--- config.mk ---
export PLATFORM = sky130hd
export DESIGN_NAME = frame_buf_multi
export DESIGN_NICKNAME = d
export VERILOG_FILES = /design/src/rtl/frame_buf_pkg.sv /design/src/rtl/frame_buf_multi_data_mem.sv /design/src/rtl/frame_buf_multi.sv
export SDC_FILE = /design/constraint.sdc
export NUM_CORES = 1
export LEC_CHECK = 0
export ABC_AREA = 1
export BUFFER_PORTS_ARGS = -buffer_cell sky130_fd_sc_hd__buf_2
export CAP_MARGIN = 20
export CORE_ASPECT_RATIO = 0.9
export CORE_UTILIZATION = 47
export CTS_CLUSTER_SIZE = 8
export DETAILED_ROUTE_END_ITERATION = 6
export PLACE_DENSITY = 0.68
export SLEW_MARGIN = 20
export SYNTH_ARGS = -nofsm -noshare
export SYNTH_HDL_FRONTEND = slang
export SYNTH_SLANG_ARGS = --single-unit
--- constraint.sdc ---
create_clock -name clk -period 3.9 [get_ports clk]
set_input_delay 0.195 -clock clk [delete_from_list [all_inputs] [get_ports clk]]
set_output_delay 0.195 -clock clk [all_outputs]
set_load 0.03 [all_outputs]
--- src/rtl/frame_buf_pkg.sv ---
// Shared definitions for the multi-buffer frame buffer.
//   wr_state_t : writer FSM encoding (idle / filling a frame / all buffers full)
//   rd_state_t : reader FSM encoding (idle / mid-frame)
//   frame_len(), num_bufs() : derived sizes from the log2 parameters
package frame_buf_pkg;

    typedef enum logic [1:0] {
        WR_IDLE    = 2'd0,
        WR_FILL    = 2'd1,
        WR_BLOCKED = 2'd2
    } wr_state_t;

    typedef enum logic {
        RD_IDLE = 1'b0,
        RD_READ = 1'b1
    } rd_state_t;

    function automatic int frame_len(input int addr_width);
        return 1 << addr_width;
    endfunction

    function automatic int num_bufs(input int buf_idx_width);
        return 1 << buf_idx_width;
    endfunction

endpackage

--- src/rtl/frame_buf_multi_data_mem.sv ---
// data_mem: simple dual-port storage, one write port and one registered read port.
//   clk, reset : clock; reset clears only the read data register
//   we/waddr/wdata : write port
//   re/raddr/rdata : read port, rdata updates one cycle after re and holds otherwise
module data_mem #(
    parameter int DW = 24,
    parameter int AW = 4
) (
    input  logic          clk,
    input  logic          reset,
    input  logic          we,
    input  logic [AW-1:0] waddr,
    input  logic [DW-1:0] wdata,
    input  logic          re,
    input  logic [AW-1:0] raddr,
    output logic [DW-1:0] rdata
);

    logic [DW-1:0] mem [0:(1<<AW)-1];

    always_ff @(posedge clk) begin
        if (we)
            mem[waddr] <= wdata;
    end

    always_ff @(posedge clk) begin
        if (reset)
            rdata <= '0;
        else if (re)
            rdata <= mem[raddr];
    end

endmodule

--- src/rtl/frame_buf_multi.sv ---
// frame_buf_multi: ring of 2^BUF_IDX_WIDTH frame buffers, each 2^ADDR_WIDTH words.
// Writer fills frames in order, reader drains completed frames FIFO order.
//   clk, reset          : single clock, synchronous active-high reset
//   wr_en_in, data_in   : write strobe / data; wr_abort drops the partial frame
//   wr_rdy              : a free buffer exists
//   wr_frame_done       : pulse the cycle after a frame's last word is written
//   rd_en_in            : read strobe; data_out/rd_valid follow one cycle later
//   rd_frame_done       : aligned with the rd_valid of a frame's last word
//   rd_rdy, frames_ready: complete-frame availability / count
//   overflow, underflow : sticky misuse flags, cleared only by reset
module frame_buf_multi
    import frame_buf_pkg::*;
#(
    parameter int DATA_WIDTH    = 24,
    parameter int ADDR_WIDTH    = 3,
    parameter int BUF_IDX_WIDTH = 1
) (
    input  logic                    clk,
    input  logic                    reset,
    input  logic                    wr_en_in,
    input  logic [DATA_WIDTH-1:0]   data_in,
    input  logic                    wr_abort,
    output logic                    wr_rdy,
    output logic                    wr_frame_done,
    input  logic                    rd_en_in,
    output logic [DATA_WIDTH-1:0]   data_out,
    output logic                    rd_valid,
    output logic                    rd_frame_done,
    output logic                    rd_rdy,
    output logic [BUF_IDX_WIDTH:0]  frames_ready,
    output logic                    overflow,
    output logic                    underflow
);

    localparam int NUM_BUFS = num_bufs(BUF_IDX_WIDTH);
    localparam logic [BUF_IDX_WIDTH:0] FULL_CNT  = (BUF_IDX_WIDTH+1)'(NUM_BUFS);
    localparam logic [ADDR_WIDTH-1:0]  LAST_ADDR = ADDR_WIDTH'(frame_len(ADDR_WIDTH) - 1);

    logic [BUF_IDX_WIDTH-1:0] wr_buf, rd_buf;
    logic [ADDR_WIDTH-1:0]    wr_addr, rd_addr;
    logic [BUF_IDX_WIDTH:0]   cnt, cnt_d;
    wr_state_t                wr_state, wr_state_d;
    rd_state_t                rd_state, rd_state_d;
    logic                     wr_fd_q, rd_vld_q, rd_fd_q, ovf_q, unf_q;
    logic [DATA_WIDTH-1:0]    mem_rdata;

    logic wr_free, rd_avail, wr_accept, rd_accept, frame_cmpl, frame_free;

    // The buffer under read stays counted until its last word goes out, so
    // wr_free alone keeps the writer off unread data.
    assign wr_free    = (cnt != FULL_CNT);
    assign rd_avail   = (cnt != '0);
    assign wr_accept  = wr_en_in & wr_free & ~wr_abort;
    assign rd_accept  = rd_en_in & rd_avail;
    assign frame_cmpl = wr_accept & (wr_addr == LAST_ADDR);
    assign frame_free = rd_accept & (rd_addr == LAST_ADDR);

    always_comb begin
        cnt_d = cnt;
        case ({frame_cmpl, frame_free})
            2'b10:   cnt_d = cnt + 1'b1;
            2'b01:   cnt_d = cnt - 1'b1;
            default: cnt_d = cnt;
        endcase
    end

    always_comb begin
        wr_state_d = wr_state;
        case (wr_state)
            WR_IDLE:    if (wr_accept && !frame_cmpl) wr_state_d = WR_FILL;
            WR_FILL:    if (wr_abort || frame_cmpl)   wr_state_d = WR_IDLE;
            WR_BLOCKED: if (frame_free)               wr_state_d = WR_IDLE;
            default:                                  wr_state_d = WR_IDLE;
        endcase
        // State tracks the wr_rdy the writer will see next cycle.
        if (cnt_d == FULL_CNT)
            wr_state_d = WR_BLOCKED;
    end

    always_comb begin
        rd_state_d = rd_state;
        case (rd_state)
            RD_IDLE: if (rd_accept && !frame_free) rd_state_d = RD_READ;
            RD_READ: if (frame_free)               rd_state_d = RD_IDLE;
            default:                               rd_state_d = RD_IDLE;
        endcase
    end

    always_ff @(posedge clk) begin
        if (reset) begin
            wr_buf   <= '0;
            wr_addr  <= '0;
            rd_buf   <= '0;
            rd_addr  <= '0;
            cnt      <= '0;
            wr_state <= WR_IDLE;
            rd_state <= RD_IDLE;
            wr_fd_q  <= 1'b0;
            rd_vld_q <= 1'b0;
            rd_fd_q  <= 1'b0;
            ovf_q    <= 1'b0;
            unf_q    <= 1'b0;
        end else begin
            if (wr_abort)
                wr_addr <= '0;
            else if (wr_accept) begin
                wr_addr <= wr_addr + 1'b1;
                if (frame_cmpl)
                    wr_buf <= wr_buf + 1'b1;
            end
            if (rd_accept) begin
                rd_addr <= rd_addr + 1'b1;
                if (frame_free)
                    rd_buf <= rd_buf + 1'b1;
            end
            cnt      <= cnt_d;
            wr_state <= wr_state_d;
            rd_state <= rd_state_d;
            wr_fd_q  <= frame_cmpl;
            rd_vld_q <= rd_accept;
            rd_fd_q  <= frame_free;
            // Abort takes precedence, so an aborted strobe is not an overflow.
            if (wr_en_in && !wr_abort && !wr_free)
                ovf_q <= 1'b1;
            if (rd_en_in && !rd_avail)
                unf_q <= 1'b1;
        end
    end

    data_mem #(
        .DW(DATA_WIDTH),
        .AW(ADDR_WIDTH + BUF_IDX_WIDTH)
    ) u_mem (
        .clk   (clk),
        .reset (reset),
        .we    (wr_accept & ~reset),
        .waddr ({wr_buf, wr_addr}),
        .wdata (data_in),
        .re    (rd_accept & ~reset),
        .raddr ({rd_buf, rd_addr}),
        .rdata (mem_rdata)
    );

    // Every output reads as 0 for as long as reset is held.
    assign wr_rdy        = ~reset & wr_free;
    assign rd_rdy        = ~reset & rd_avail;
    assign frames_ready  = reset ? '0 : cnt;
    assign wr_frame_done = ~reset & wr_fd_q;
    assign rd_valid      = ~reset & rd_vld_q;
    assign rd_frame_done = ~reset & rd_fd_q;
    assign overflow      = ~reset & ovf_q;
    assign underflow     = ~reset & unf_q;
    assign data_out      = reset ? '0 : mem_rdata;

endmodule

==> flow_summary.toml <==
[placement]
dpl.cell_count = 1985
routabilityCongestion = 0.892
placed_area_um2 = 17800
io_buffers = 61
hpwl_mm = 25.0

[timing]
skew_ns = 0.0261
hold_slack_ns = 0.0697
period_minus_slack_ns = 2.75
rsz0062_at_grt = "false"
hold_viol_final = 0
setup_tns_ns = 0
fin_crit_sh_pct = 70.5
maxSlewHeadroom_pct = 32.1
slew_viol_final = 0
fmax_mhz = 364
final-setup-viol-count = 0
worst-slew-pin-transition_ns = 1.02

[clock_tree]
root_buffer = "clkbuf_16"
cts.clk_slew.worst_paths_ns = 0.05
clkSinkCount = 423
numCtsBuffers = 58
clkLatencyLatePin_ns = 0.57
cts_tree = "yes"
clockBufferDepth = 3
htree_levels = 2
post-cts-setup-buffer-count = 0

[global_routing]
grt_use_total_pct = 23.7
grt_pass1_wl_mm = 64.9
grt_max_degree = 151
grt_antenna_before_repair = 0
grt_pass1_vias = 10700
gr-total-overflow = 0

[logic_synthesis]
syn_nets = 1561
synth_top_area_share_pct = 67.1
ys_types = 20
post-synth-top-area-cell = "edfxtp_1"
netlist_instances = 1524
syn_avg_cell_area_um2 = 11.3
synth-seq-cells = 423
syn-cell-area_um2 = 17200
ys_seq_area_share_pct = 71.6
ys_warn_count = 0
synth.top_cells.by_area = "edfxtp_1, nand2_1, nand3_1"

[floorplanning]
start_util_pct = 47.6
io_pins = 62
dieWidth_um = 204
fp.dieArea_um2 = 37400
die_h_um = 183
rows = 66
core_um2 = 36100

[setup_path]
path_class = "reg2reg"
cp.arrival_ns = 2.92
r2r_slack_ns = 1.15
r2r-end = "u_mem.mem[1][22]"
reg2reg_depth = 7
r2r_start = "cnt[1]"
required_ns = 4.07
worstSetupEndpointType = "flop"
critPathMaxFanout = 24
worstSetupStartpointType = "flop"

[drt]
wl_met3_mm = 4.38
drt-pass1-iter-count = 6
top_layer = "met4"
antenna_left = 0
viasPerCell = 5.45
wl_met2_mm = 19.7
m1WireLength_mm = 18.5
routedWlPerCell_um = 21.0
drt_iter0_drc = 1318
routed_wirelength_mm = 43.9
dr_total_vias = 11400
drc = 0

[finish]
layout.nets = 1609
final-instance-count-excl-fill = 2097
area_growth_pct = 13.1
antenna_cells = 0
drive_above_1_share_pct = 9.69
fillers = 2979
fin_area_um2 = 19500

[worst_hold_path]
hold_depth = 1
hold_class = "in2reg"
holdPathEnd = "u_mem.mem[4][22]"
hp-start = "data_in[22]"

[power]
p_leak_nw = 7.20
ir_drop_mv = 0.355
cellPowerDensity_nw_per_um2 = 501

[outcome]
outcome = "finished clean"

[run]
drv_cap = 0
[timing repair]
item	in CTS	in global routing
hold buffers	3	0
gates resized for setup	0	0
endpoints found under the setup margin	0	0
endpoints found under the hold margin	2	0
[metal layers]
| metal | vias to the layer above | global-route usage (%) |
|---|---|---|
| li1 | 5315 | - |
| met1 | 5500 | 33.4 |
| met2 | 530 | 36.1 |
| met3 | 78 | 5.41 |
| met4 | 0 | 8.27 |
| met5 | - | 0 |
[layout by cell type, fill, tap and decap left out, drive strengths merged, types with 2 or more instances in the layout]
cell,count
o21ai,8
nand2,591
buf,73
dfxtp,39
a211oi,2
dlygate4sd3,3
clkbuf,108
nor2,59
inv,45
ha,8
nand3,289
edfxtp,384
a21oi,11
[layout make-up]
| type | count | area, um2 | share of cell area (%) |
|---|---|---|---|
| clock buffer | 108 | 1660 | 8.53 |
| tap | 476 | 596 | 3.06 |
| inverter | 45 | 171 | 0.881 |
| multi-input combinational | 968 | 4220 | 21.7 |
| sequential | 423 | 12300 | 63.3 |
| timing repair buffer | 76 | 475 | 2.44 |
| clock inverter | 1 | 8.76 | 0.0450 |
[sequential cells by signal, summed over array words and instances, names as in the netlist]
register     flops
u_mem.mem      384
u_mem.rdata     24
cnt              2
rd_fd_q          1
wr_fd_q          1
wr_buf           1
ovf_q            1
rd_addr          3
wr_addr          3
rd_buf           1
unf_q            1
rd_vld_q         1
[where the power goes]
group	leakage, nW	switching, mW	internal, mW
clock	0.789	1.80	2.82
combinational	2.64	0.137	0.0264
sequential	3.77	0.00381	4.96
total	7.20	1.94	7.80
[how the worst max path moves through the flow]
stage / startpoint / to / cells past startpoint
3_3_place_gp: wr_abort / u_mem.mem[1][17] / 8
5_1_grt: cnt[0] / u_mem.mem[7][18] / 6
3_5_place_dp: cnt[1] / u_mem.mem[9][1] / 7
4_1_cts: cnt[1] / u_mem.mem[9][22] / 7
6_report: cnt[1] / u_mem.mem[1][22] / 7
2_1_floorplan: cnt[1] / u_mem.mem[0][0] / 7
[logic make-up (layout without fill, tap and decap cells)]
kind of cell / count (synthesis) / count (layout) / synth area share, %
buf+inv: 133 / 230 / 4.54
compound gates: 21 / 21 / 0.640
flops: 423 / 423 / 71.6
fa+ha+maj: 8 / 8 / 0.582
simple gates: 939 / 939 / 22.6
[worst max-delay path, cell delays in order (launching register included)]
cell and delay (ns):
dfxtp_1 0.31, inv_1 0.11, nor2_1 0.08, nor2_1 0.36, inv_1 0.21, nor2_1 0.26
nand2_1 0.31, nor2_4 0.72
[stage by stage]
stage | setup WS (ns) | power (mW) | utilization, %
after global routing | 0.984 | 9.98 | 53.9
after CTS | 1.17 | 9.79 | 53.9
final | 1.15 | 9.74 | 53.9
after detailed placement | 1.20 | 5.21 | 49.2
after global placement | 1.29 | 5.21 | 49.2
after floorplan | 1.46 | 5.09 | -
[cells in the mapped netlist, drive strengths merged]
cell,number
nor2,59
clkinv,1
nand3,289
clkbuf,9
nand2,591
edfxtp,384
dfxtp,39
a21oi,11
inv,44
buf,79
ha,8
o21ai,8
a211oi,2
Power figures use the tool's default switching activity.
